File: src/rtl/sram_arbiter.sv
// Two-client SRAM arbiter: independent round-robin read/write ports, same-address read stall; optional counters via SRAM_ARBITER_PERF_EN.
// Latency: grants are combinational in the request cycle; read responses return readLatency cycles after the read grant.
// Backpressure: a client is held off by deasserting its ready; losers and conflict-stalled reads simply retry on a later cycle.
module sram_arbiter #(
    parameter int width         = 16,
    parameter int logDepth      = 9,
    parameter int logLineOffset = 3,
    parameter int readLatency   = 1
) (
    input  logic                     clk,
    input  logic                     reset,
`ifdef SRAM_ARBITER_PERF_EN
    output logic [31:0]              perf_rd_grants,
    output logic [31:0]              perf_wr_grants,
    output logic [31:0]              perf_conflict_stalls,
`endif
    input  logic                     c0_valid,
    input  logic                     c0_write,
    input  logic [logDepth-1:0]      c0_addr,
    input  logic [logLineOffset-1:0] c0_offset,
    input  logic [width-1:0]         c0_wdata,
    output logic                     c0_ready,
    output logic                     c0_rvalid,
    output logic [width-1:0]         c0_rdata,
    input  logic                     c1_valid,
    input  logic                     c1_write,
    input  logic [logDepth-1:0]      c1_addr,
    input  logic [logLineOffset-1:0] c1_offset,
    input  logic [width-1:0]         c1_wdata,
    output logic                     c1_ready,
    output logic                     c1_rvalid,
    output logic [width-1:0]         c1_rdata,
    output logic [width-1:0]         sram_writeData,
    output logic [logDepth-1:0]      sram_writeAddr,
    output logic [logDepth-1:0]      sram_readAddr,
    output logic [logLineOffset-1:0] sram_writeOffset,
    output logic                     sram_writeEnable,
    input  logic [width-1:0]         sram_readData
);

    typedef struct packed {
        logic vld;
        logic id;
    } tag_t;

    logic wr_ptr, rd_ptr;
    logic wr_gnt, wr_id, rd_cand, rd_id, rd_gnt, conflict;
    logic [logDepth-1:0] wr_addr, rd_addr;
    tag_t tag_pipe [readLatency];

    always_comb begin
        wr_gnt   = 1'b0;
        wr_id    = 1'b0;
        rd_cand  = 1'b0;
        rd_id    = 1'b0;
        rd_gnt   = 1'b0;
        conflict = 1'b0;
        if (!reset) begin
            if ((c0_valid && c0_write) && (c1_valid && c1_write)) begin
                wr_gnt = 1'b1;
                wr_id  = wr_ptr;
            end else if (c0_valid && c0_write) begin
                wr_gnt = 1'b1;
            end else if (c1_valid && c1_write) begin
                wr_gnt = 1'b1;
                wr_id  = 1'b1;
            end
            if ((c0_valid && !c0_write) && (c1_valid && !c1_write)) begin
                rd_cand = 1'b1;
                rd_id   = rd_ptr;
            end else if (c0_valid && !c0_write) begin
                rd_cand = 1'b1;
            end else if (c1_valid && !c1_write) begin
                rd_cand = 1'b1;
                rd_id   = 1'b1;
            end
        end
        wr_addr = wr_id ? c1_addr : c0_addr;
        rd_addr = rd_id ? c1_addr : c0_addr;
        // A read racing a write to the same line waits so it observes the new data.
        conflict = wr_gnt && rd_cand && (rd_addr == wr_addr);
        rd_gnt   = rd_cand && !conflict;
    end

    assign c0_ready = (wr_gnt && !wr_id) || (rd_gnt && !rd_id);
    assign c1_ready = (wr_gnt &&  wr_id) || (rd_gnt &&  rd_id);

    assign sram_writeEnable = wr_gnt;
    assign sram_writeAddr   = wr_gnt ? wr_addr : '0;
    assign sram_writeOffset = wr_gnt ? (wr_id ? c1_offset : c0_offset) : '0;
    assign sram_writeData   = wr_gnt ? (wr_id ? c1_wdata : c0_wdata) : '0;
    assign sram_readAddr    = rd_gnt ? rd_addr : '0;

    always_ff @(posedge clk) begin
        if (reset) begin
            wr_ptr <= 1'b0;
            rd_ptr <= 1'b0;
            for (int k = 0; k < readLatency; k++) tag_pipe[k] <= '0;
        end else begin
            if (wr_gnt) wr_ptr <= ~wr_id;
            if (rd_gnt) rd_ptr <= ~rd_id;
            tag_pipe[0] <= '{vld: rd_gnt, id: rd_id};
            for (int k = 1; k < readLatency; k++) tag_pipe[k] <= tag_pipe[k-1];
        end
    end

    assign c0_rvalid = tag_pipe[readLatency-1].vld && !tag_pipe[readLatency-1].id;
    assign c1_rvalid = tag_pipe[readLatency-1].vld &&  tag_pipe[readLatency-1].id;
    assign c0_rdata  = c0_rvalid ? sram_readData : '0;
    assign c1_rdata  = c1_rvalid ? sram_readData : '0;

`ifdef SRAM_ARBITER_PERF_EN
    always_ff @(posedge clk) begin
        if (reset) begin
            perf_rd_grants       <= '0;
            perf_wr_grants       <= '0;
            perf_conflict_stalls <= '0;
        end else begin
            if (rd_gnt)   perf_rd_grants       <= perf_rd_grants + 32'd1;
            if (wr_gnt)   perf_wr_grants       <= perf_wr_grants + 32'd1;
            if (conflict) perf_conflict_stalls <= perf_conflict_stalls + 32'd1;
        end
    end
`endif

endmodule

File: config.mk
export PLATFORM = sky130hd
export DESIGN_NAME = sram_arbiter
export DESIGN_NICKNAME = d
export VERILOG_FILES = /design/src/rtl/sram_arbiter.sv
export SDC_FILE = /design/constraint.sdc
export NUM_CORES = 1
export LEC_CHECK = 0
export CORE_MARGIN = 2
export CORE_UTILIZATION = 22
export DETAILED_ROUTE_END_ITERATION = 10
export PLACE_DENSITY = 0.8
export SETUP_SLACK_MARGIN = 0.05
export SYNTH_ARGS = -nofsm -noshare
export SYNTH_HDL_FRONTEND = slang
export SYNTH_SLANG_ARGS = --single-unit
File: constraint.sdc
create_clock -name clk -period 1.94 [get_ports clk]
set_input_delay 0.485 -clock clk [delete_from_list [all_inputs] [get_ports clk]]
set_output_delay 0.485 -clock clk [all_outputs]
set_load 0.02 [all_outputs]
==> run metrics <==
status complete, but fails checks; violated checks negative setup slack; Clk Latency, worst-skew pair 0.22 ns; Setup crit start kind input pin; initial antenna violation count 0; ant diodes 0; drt drc 0; Synth Flop Type dfxtp_1; IO buf count approximately 150; crit-path max FO 4; syn nets 216; placed insts 382; CTS tree yes; PD cells approximately 300 nW/um^2; Max-cap violations 0; Synth Area in Compound Gates 0.252; leak pwr 0.00164 uW; Synth async-reset ratio 0; cell accounting for the most synthesized area mux2i_1; Worst-path clk slew 0.03 ns; Mapped Area between 1000 and 1500 sq um; post-route setup slack -0.313 ns; yosys warns 0; DRT iter0 DRCs 41; mux share of post-synthesis cell area 0.185; final setup violation count 39; post-route insts no fill 399; area share of the largest cell type after synthesis 0.185; total CTS buffers 3; Post-Route Skew 0.00388 ns; First-pass DRT Iterations 4; row count 25; via count ~1800; Syn-to-layout area delta 240%; antenna-violating nets left 0; grt ovf 0; final slew viol count 0; vias in the first global route 1779; simple-gate share of the synthesized area 0.334; count leader, synth mux2i_1; post-synthesis register bit count 4; RSZ-0062 raised after global routing true; adder-cell share of the synthesized area 0; first-pass GRT wire length 8610 microns; H-tree depth 1; crit path DAT approximately 1.8 ns; fraction of layout cells with a size suffix above 1 0.642; Layout Nets 412; Final Cycle Share 1.16; final wirelength approximately 6400 microns; Core Area ~4700 sq um; critical path class in2out; die area 5490 sq um; synth top area cells mux2i_1 19%, a22o_1 14%, and2_1 9.8%; CP Data Required Time 1.45 ns; Clock Tree Buf Depth 2; Max Fclk 444 MHz; GP Congestion around 0.7; CP Capture Type primary output; largest net degree at the start of global routing 18; I/O pin count 152; dpl ws -1.26 ns; Die X 74.1 microns; Slew HR 0.797; DR WL/cell 16.1 microns; Initial Util 0.229; crit path time final 2.25 ns; Mean Syn Cell Area 7.83 sq um; final hold viol count 0; EDFF count, synth 0; Hold Path Class reg2reg; FF-to-FF setup slack 0.82 ns; Commonest cells post-synth 20 x mux2i_1, 17 x a22o_1, 17 x and2_1, 16 x and3_1, 13 x nor2_1; largest family of logic cells by synthesized area simple AND/OR/NAND/NOR gates; aggregate global-route resource usage 0.202; maximum vdd drop about 0.17 mV; CTS root buf clkbuf_8; register area share after synthesis 0.0741; Slew @ Worst Pin 0.305 ns; hpwl dp 4370 microns; Die H 74.1 microns; Distinct cells, synth 30; CTS Sinks 4; cells after synthesis 138; via density per instance between 4 and 5; Post-Synth XOR/XNOR Area 0.0729
worst paths after layout:
path,from,end,cells past startpoint
hold / removal,wr_ptr$_SDFFE_PP0P_,wr_ptr$_SDFFE_PP0P_,3
setup reg to reg,rd_ptr$_SDFFE_PP0P_,rd_ptr$_SDFFE_PP0P_,5
hold reg to reg,wr_ptr$_SDFFE_PP0P_,wr_ptr$_SDFFE_PP0P_,3
setup / recovery,c0_write,sram_writeAddr[1],8
kinds of logic (layout without fill, tap and decap cells):
family,after synthesis,count (layout)
DFF,4,4
AOI/OAI and AO/OA,27,27
xor gates and xnor gates,9,9
buffers and inverters,15,209
muxes,20,20
and+or+nand+nor,63,63
power breakdown:
part	leakage [uW]	switching, uW	internal, uW
registers	0.0000330	1.79	87.9
clock network	0.0000216	47.0	133
logic	0.00159	356	462
total	0.00164	405	683
repair_timing:
item | in CTS | in global routing
cloned | 2 | 1
hold buffers | 0 | 0
buffers inserted | 11 | 5
resized for setup | 448 | 74
pin swaps | 33 | 28
endpoints found under the setup margin | 76 | 65
critical path, cell delays in order:
cell and delay, ns:
buf_8 0.11, a311oi_4 0.35, buf_12 0.16, buf_12 0.11, buf_12 0.11, mux2i_1 0.23, nor2_2 0.07, buf_6 0.13
sequential cells by signal, summed over array words and instances (netlist names):
signal    flops
rd_ptr        1
tag_pipe      2
wr_ptr        1
layout by cell type (no fill, tap or decap), drive strengths merged:
cell type and instances:
nor2b 1, a311oi 2, a21o 2, dlygate4sd2 2
nand3 1, and2 17, nand2b 1, and3 16
clkdlybuf4s15 9, nand2 2, buf 113, a22o 17
clkbuf 26, mux2i 20, a2111oi 1, nor3 1
dfxtp 4, clkdlybuf4s50 54, o22ai 1, xor2 9
inv 5, a21oi 1, nor4 1, a221oi 1
a311o 1, nor2 23, a21boi 1
stage by stage:
stage	utilization	total power [uW]	setup TNS (ns)	area (sq um)	hold slack [ns]
floorplan	-	385	-0.469	1350	0.477
global placement	0.678	776	-53.00	3200	0.571
detailed placement	0.678	784	-54.07	3200	0.572
CTS	0.755	1040	-9.35	3560	0.582
global route	0.779	1130	-10.74	3680	0.625
finish	0.779	1090	-8.80	3680	0.592
layer usage:
layer | wire length (microns) | GRT usage | part of all wire
met5 | 0 | 0 | 0
met4 | 78 | 0.0626 | 0.012
met3 | 523 | 0.0420 | 0.081
met2 | 3610 | 0.396 | 0.56
met1 | 2210 | 0.214 | 0.34
final cells by class:
type / count / area, sq um
sequential: 4 / 80.1
multi-input combinational: 119 / 1430
tap: 67 / 83.8
inverter: 5 / 18.8
clock buffer: 3 / 41.3
fill: 311 / 1050
timing repair buffer: 201 / 2030
Power figures use the tool's default switching activity.
